[config.mk]
export PLATFORM = sky130hd
export DESIGN_NAME = pipe_stage_latch
export DESIGN_NICKNAME = d
export VERILOG_FILES = /design/src/rtl/pipe_pkg.sv /design/src/rtl/pipe_slot.sv /design/src/rtl/pipe_stage_latch.sv
export SDC_FILE = /design/constraint.sdc
export NUM_CORES = 1
export LEC_CHECK = 0
export ABC_AREA = 1
export CELL_PAD_IN_SITES_DETAIL_PLACEMENT = 1
export CELL_PAD_IN_SITES_GLOBAL_PLACEMENT = 1
export CORE_MARGIN = 5
export CORE_UTILIZATION = 37
export DETAILED_ROUTE_END_ITERATION = 16
export PLACE_DENSITY = 0.93
export RECOVER_POWER = 100
export SETUP_SLACK_MARGIN = 0.5
export SLEW_MARGIN = 15
export SYNTH_ARGS = -nofsm -noshare
export SYNTH_HDL_FRONTEND = slang
export SYNTH_SLANG_ARGS = --single-unit
[constraint.sdc]
create_clock -name CLK -period 2.09 [get_ports CLK]
set_input_delay 0.418 -clock CLK [delete_from_list [all_inputs] [get_ports CLK]]
set_output_delay 0.418 -clock CLK [all_outputs]
set_load 0.005 [all_outputs]
[src/rtl/pipe_pkg.sv]
// rtl/pipe_pkg.sv - shared types and constants for pipeline-stage registers
// Purpose: stage state encoding, per-stage vector widths, ctrl bit positions,
// default bubble kill masks, and an occupancy helper.
package pipe_pkg;

    typedef enum logic [1:0] {
        EMPTY = 2'd0,
        ONE   = 2'd1,
        FULL  = 2'd2
    } stage_state_t;

    localparam int CTRL_W_DEFAULT = 16;

    // Per-stage data widths (32-bit fields)
    localparam int IFID_DATA_W  = 64;   // NPC, instr
    localparam int IDEX_DATA_W  = 192;  // NPC, rdat1, rdat2, instr, imm, spare
    localparam int EXMEM_DATA_W = 160;  // NPC, aluout, rdat2, instr, imm
    localparam int MEMWB_DATA_W = 128;  // NPC, aluout, dmemload, instr

    // Ctrl bit positions
    localparam int CTRL_REGWRITE  = 0;
    localparam int CTRL_DREN      = 1;
    localparam int CTRL_DWEN      = 2;
    localparam int CTRL_HALT      = 3;
    localparam int CTRL_ALUOP_LSB = 4;   // 4 bits: [7:4]
    localparam int CTRL_ALUSRC    = 8;
    localparam int CTRL_MEMTOREG  = 9;
    localparam int CTRL_REGDST    = 10;
    localparam int CTRL_PCSEL_LSB = 11;  // 2 bits: [12:11]

    // Bits that must never act from a bubble: regwrite, dmemREN, dmemWEN, halt
    localparam logic [15:0] KILL_MASK_IFID  = 16'h000F;
    localparam logic [15:0] KILL_MASK_IDEX  = 16'h000F;
    localparam logic [15:0] KILL_MASK_EXMEM = 16'h000F;
    localparam logic [15:0] KILL_MASK_MEMWB = 16'h000F;

    function automatic logic [1:0] occupancy_of(input stage_state_t s);
        case (s)
            ONE:     occupancy_of = 2'd1;
            FULL:    occupancy_of = 2'd2;
            default: occupancy_of = 2'd0;
        endcase
    endfunction

endpackage

[src/rtl/pipe_slot.sv]
// rtl/pipe_slot.sv - one ctrl+data storage entry with load enable
// Purpose: holds one stage entry; async clear to zero, loads on load=1.
// Ports: CLK, nRST (async active-low), load, d_ctrl/d_data in, q_ctrl/q_data out.
module pipe_slot
    import pipe_pkg::*;
#(
    parameter int CTRL_W = 16,
    parameter int DATA_W = 192
) (
    input  logic              CLK,
    input  logic              nRST,
    input  logic              load,
    input  logic [CTRL_W-1:0] d_ctrl,
    input  logic [DATA_W-1:0] d_data,
    output logic [CTRL_W-1:0] q_ctrl,
    output logic [DATA_W-1:0] q_data
);

    logic [CTRL_W-1:0] ctrl_q, ctrl_d;
    logic [DATA_W-1:0] data_q, data_d;

    always_comb begin
        ctrl_d = ctrl_q;
        data_d = data_q;
        if (load) begin
            ctrl_d = d_ctrl;
            data_d = d_data;
        end
    end

    always_ff @(posedge CLK or negedge nRST) begin
        if (!nRST) begin
            ctrl_q <= '0;
            data_q <= '0;
        end else begin
            ctrl_q <= ctrl_d;
            data_q <= data_d;
        end
    end

    assign q_ctrl = ctrl_q;
    assign q_data = data_q;

endmodule

[src/rtl/pipe_stage_latch.sv]
// rtl/pipe_stage_latch.sv - parametrised valid/ready pipeline-stage register
// Purpose: carries ctrl/data vectors between pipeline stages, with optional
// 2-entry skid buffer, synchronous flush, hold, and bubble ctrl masking.
// Ports: CLK, nRST (async active-low); in_valid/in_ready/in_ctrl/in_data
// upstream; hold, flush; out_valid/out_ready/out_ctrl/out_data downstream;
// occupancy (0..2).
module pipe_stage_latch
    import pipe_pkg::*;
#(
    parameter int                CTRL_W    = 16,
    parameter int                DATA_W    = 192,
    parameter logic [CTRL_W-1:0] KILL_MASK = 16'h000F,
    parameter bit                SKID      = 1'b1
) (
    input  logic              CLK,
    input  logic              nRST,
    input  logic              in_valid,
    output logic              in_ready,
    input  logic [CTRL_W-1:0] in_ctrl,
    input  logic [DATA_W-1:0] in_data,
    input  logic              hold,
    input  logic              flush,
    output logic              out_valid,
    input  logic              out_ready,
    output logic [CTRL_W-1:0] out_ctrl,
    output logic [DATA_W-1:0] out_data,
    output logic [1:0]        occupancy
);

    stage_state_t state_q, state_d;

    logic              in_fire, out_fire;
    logic              main_load, skid_load, main_from_skid;
    logic [CTRL_W-1:0] main_ctrl, skid_ctrl, main_d_ctrl;
    logic [DATA_W-1:0] main_data, skid_data, main_d_data;

    // With SKID=0 the ONE->FULL arc is unreachable: in ONE an in_fire needs
    // out_ready, which makes it a simultaneous out_fire.
    assign in_ready = !hold && !flush &&
                      (SKID ? (state_q != FULL) : (state_q == EMPTY || out_ready));
    assign out_valid = (state_q != EMPTY);
    assign in_fire   = in_valid && in_ready;
    assign out_fire  = out_valid && out_ready;

    always_comb begin
        state_d        = state_q;
        main_load      = 1'b0;
        skid_load      = 1'b0;
        main_from_skid = 1'b0;
        if (flush) begin
            state_d = EMPTY;
        end else begin
            case (state_q)
                EMPTY: begin
                    if (in_fire) begin
                        state_d   = ONE;
                        main_load = 1'b1;
                    end
                end
                ONE: begin
                    if (in_fire && out_fire) begin
                        main_load = 1'b1;
                    end else if (in_fire) begin
                        state_d   = FULL;
                        skid_load = 1'b1;
                    end else if (out_fire) begin
                        state_d = EMPTY;
                    end
                end
                FULL: begin
                    if (out_fire) begin
                        state_d        = ONE;
                        main_load      = 1'b1;
                        main_from_skid = 1'b1;
                    end
                end
                default: state_d = EMPTY;
            endcase
        end
    end

    always_ff @(posedge CLK or negedge nRST) begin
        if (!nRST) begin
            state_q <= EMPTY;
        end else begin
            state_q <= state_d;
        end
    end

    assign main_d_ctrl = main_from_skid ? skid_ctrl : in_ctrl;
    assign main_d_data = main_from_skid ? skid_data : in_data;

    pipe_slot #(.CTRL_W(CTRL_W), .DATA_W(DATA_W)) u_main (
        .CLK    (CLK),
        .nRST   (nRST),
        .load   (main_load),
        .d_ctrl (main_d_ctrl),
        .d_data (main_d_data),
        .q_ctrl (main_ctrl),
        .q_data (main_data)
    );

    if (SKID) begin : g_skid
        pipe_slot #(.CTRL_W(CTRL_W), .DATA_W(DATA_W)) u_skid (
            .CLK    (CLK),
            .nRST   (nRST),
            .load   (skid_load),
            .d_ctrl (in_ctrl),
            .d_data (in_data),
            .q_ctrl (skid_ctrl),
            .q_data (skid_data)
        );
    end else begin : g_noskid
        assign skid_ctrl = '0;
        assign skid_data = '0;
    end

    // Hazardous ctrl bits go low whenever the head is a bubble; data stays stale.
    assign out_ctrl  = main_ctrl & ~(out_valid ? {CTRL_W{1'b0}} : KILL_MASK);
    assign out_data  = main_data;
    assign occupancy = occupancy_of(state_q);

endmodule

==> results.yml <==
critical_path:
  path_buf_inv: 5
  ff2ff_setup_slack_ps: -110
  crit_path_max_fanout: 11
  endpoint_kind: "flip-flop"
  timing.rr.start: "state_q[0]"
  slowest_delay_ps: 510
  cpLargestDelayFamily: "buffers and inverters"
  r2r_end: "g_skid.u_skid.q_data[42]"
  cp_slowest_cell: "clkdlybuf4s50_1"
  cp.arrival_ps: 2660
  path_cells: "clkdlybuf4s50_1 -> nor2_2 -> nand4_1 -> clkbuf_1 -> inv_8 -> nand2_8 -> buf_16 -> buf_16 -> nor2_2 -> a21oi_1"
  reg2regPathDepth: 9
  startpoint: "hold"
  critPathKind: "input port to flip-flop"
  required_ps: 2520
  critPathLaunchType: "input port"
placed_design:
  dp_hpwl_microns: 49440
  placed_cell_area_sq_mm: 0.02406
  portBuffers: 425
  routabilityCongestion: 0.8117
global_routing:
  grt-ovfl-total: 0
  track_usage_pct: 28.00
  grt_max_degree: 65
  antenna_found_initial: 12
  grt_pass1_wl_microns: 120500
  grt_pass1_vias: 21320
sta:
  slew_viol_final: 0
  period_share_pct: 106.6
  max_slew.worst_pin.slew_ps: 1131
  holdWs_ps: 477.7
  relSlewSlack_pct: 24.57
  worst_clock_skew_ps: 24.08
  period_needed_ps: 2228
  setup_viol: 5
  rsz0062_at_grt: "true"
  max_freq_mhz: 448.9
  fin_ws_ps: -137.7
  hold_violations: 0
synthesis:
  synth-seq-cells: 418
  synth_top_area_share_pct: 56.36
  synthCells: 2301
  synth_warnings: 0
  avgSynthCellArea_sq_um: 8.066
  syn_area_sq_mm: 0.01856
  yosysSeqAreaShare_pct: 56.36
  synth_nets: 2515
  synth_cell_types: 20
  synth_area_leaders: "dfrtp_1 (56%), nand2_1 (13%), nand3_1 (5.7%), a21oi_1 (5.6%), o21ai_0 (4.9%)"
  synth_top_area_cell: "dfrtp_1"
pwr:
  ir_drop_mv: 0.8136
  p_leak_uw: 0.01446
  finalPower_uw: 37240
  pwr_density_cell_mw_per_mm2: 1294
clock_network:
  cts_htree_levels: 2
  cts_root_buf: "clkbuf_16"
  cts_tree: "yes"
  cts_buffers: 47
  cts_buffer_depth: 3
  clkTransAtPathRegs_ps: 70
  clock_latency_ps: 560
  cts.sinks: 418
cells_and_area:
  nets: 3115
  postLayoutCellArea_sq_mm: 0.02878
  area_growth_pct: 55.09
  drive_above_1_share_pct: 24.67
  final_util_pct: 57.73
hold_path:
  whs_path_depth: 3
  min_path_type: "input port to flip-flop"
  holdPathEnd: "g_skid.u_skid.q_data[86]"
  worstHoldStart: "in_data[86]"
routing:
  wl_per_cell_microns: 29.19
  num_vias: 21100
  wl_microns: 105400
  ant_nets: 0
  drcViolationCount: 0
  via_per_inst: 5.843
  drt-initial-drc-count: 1658
  dr.pass1.iters: 9
run_status:
  status: "finished, violations left"
  violations: "setup timing"
floorplanning:
  rows: 82
  die_w_microns: 234.0
  core-area_sq_mm: 0.04986
  io_pins: 426
  fp.dieArea_sq_mm: 0.05474
  initial_core_util_pct: 37.22
  die_y_microns: 234.0
job:
  cap_violations: 0
worst max-delay path by stage:
stage / depth (start not counted) / endpoint
after floorplan: 11 / u_main.q_data[86]
after global placement: 9 / u_main.q_data[90]
after detailed placement: 8 / g_skid.u_skid.q_data[23]
after CTS: 5 / in_ready
after global routing: 9 / g_skid.u_skid.q_data[42]
final: 10 / g_skid.u_skid.q_data[42]
routing by layer:
metal	wire length [microns]	vias up	share of wire, %	GRT usage, %
met2	51770	1484	49	50.10
met3	8742	716	8.3	5.291
met1	34270	10420	33	29.99
met5	72	-	0.068	0
li1	-	8478	-	-
met4	10570	10	10	18.83
cell type report:
type,instances,area [sq um]
clock inverter,12,142.6
fill,5681,21080
antenna,9,22.52
tap,672,840.8
multi-input combinational,1490,7928
clock buffer,67,1394
inverter,223,877.1
sequential,418,10460
timing repair buffer,721,7119
per-stage QoR:
step           setup slack (ps)  std cells  setup TNS [ps]
2_1_floorplan             584.6       2301               0
3_3_place_gp             -157.9       3332          -17230
3_5_place_dp             -286.8       3332          -44710
4_1_cts                   176.6       3515               0
5_1_grt                  -202.7       3610          -597.3
6_report                 -137.7       3612          -249.6
sequential cells by signal (all words and copies together), names as in the netlist:
name / count
g_skid.u_skid.q_data: 192
state_q: 2
u_main.q_data: 192
u_main.q_ctrl: 16
g_skid.u_skid.q_ctrl: 16
cells in the mapped netlist:
library cell / n
buf_1: 13
buf_2: 81
o21ai_1: 29
nor2_2: 2
nand2_2: 1
clkbuf_1: 49
nor3_1: 2
nand2_4: 1
inv_1: 219
nand3_2: 1
nor2_1: 215
dfrtp_1: 418
nand2_1: 634
buf_6: 1
nand3_1: 212
inv_2: 4
o21ai_0: 181
buf_4: 28
nand4_1: 2
a21oi_1: 208
cells in the final DEF (no fill, tap or decap), types with 4 or more instances in the layout:
| master | synthesis | final |
|---|---|---|
| a21oi_2 | 0 | 29 |
| buf_12 | 0 | 37 |
| o21ai_2 | 0 | 27 |
| clkbuf_16 | 0 | 88 |
| nand2_1 | 634 | 478 |
| o21ai_0 | 181 | 99 |
| nor2_4 | 0 | 24 |
| buf_2 | 81 | 24 |
| clkinv_2 | 0 | 7 |
| nand2_2 | 1 | 115 |
| nand3_2 | 1 | 21 |
| nand3_4 | 0 | 7 |
| nand3_1 | 212 | 185 |
| buf_8 | 0 | 24 |
| clkbuf_4 | 0 | 5 |
| buf_16 | 0 | 21 |
| nor2_1 | 215 | 145 |
| nand2_4 | 1 | 41 |
| a21oi_1 | 208 | 169 |
| o21ai_1 | 29 | 79 |
| clkbuf_2 | 0 | 6 |
| a21oi_4 | 0 | 10 |
| dfrtp_1 | 418 | 418 |
| nand2_8 | 0 | 4 |
| clkbuf_8 | 0 | 10 |
| inv_1 | 219 | 215 |
| diode_2 | 0 | 9 |
| clkbuf_1 | 49 | 197 |
| buf_4 | 28 | 121 |
| nor2_2 | 2 | 48 |
| o21ai_4 | 0 | 5 |
| clkdlybuf4s50_1 | 0 | 211 |
| clkdlybuf4s25_1 | 0 | 7 |
| buf_6 | 1 | 32 |
kinds of logic after synthesis:
logic type,Yosys count,synth area share (%)
simple gates,1070,23.23
flops,418,56.36
compound gates,418,11.27
buf+inv,395,9.142
worst min-delay path, stage by stage:
cell and delay (ps):
clkdlybuf4s50_1 420, nor2_1 110, a21oi_1 50
repair_timing:
| item | 4_1_cts | 5_1_grt |
|---|---|---|
| gates resized for setup | 860 | 618 |
| cloned | 12 | 67 |
| setup buffers | 91 | 21 |
| setup endpoints to repair | 500 | 430 |
| pin swaps | 8 | 62 |
| endpoints found under the hold margin | 44 | 0 |
| hold buffers | 1 | 0 |
power breakdown:
group / internal, uW / switching, uW / leakage (uW)
Clock: 4990 / 3690 / 0.000764
Sequential: 12200 / 2740 / 0.00483
Combinational: 5450 / 8220 / 0.00887
(Power assumes the default switching activity.)
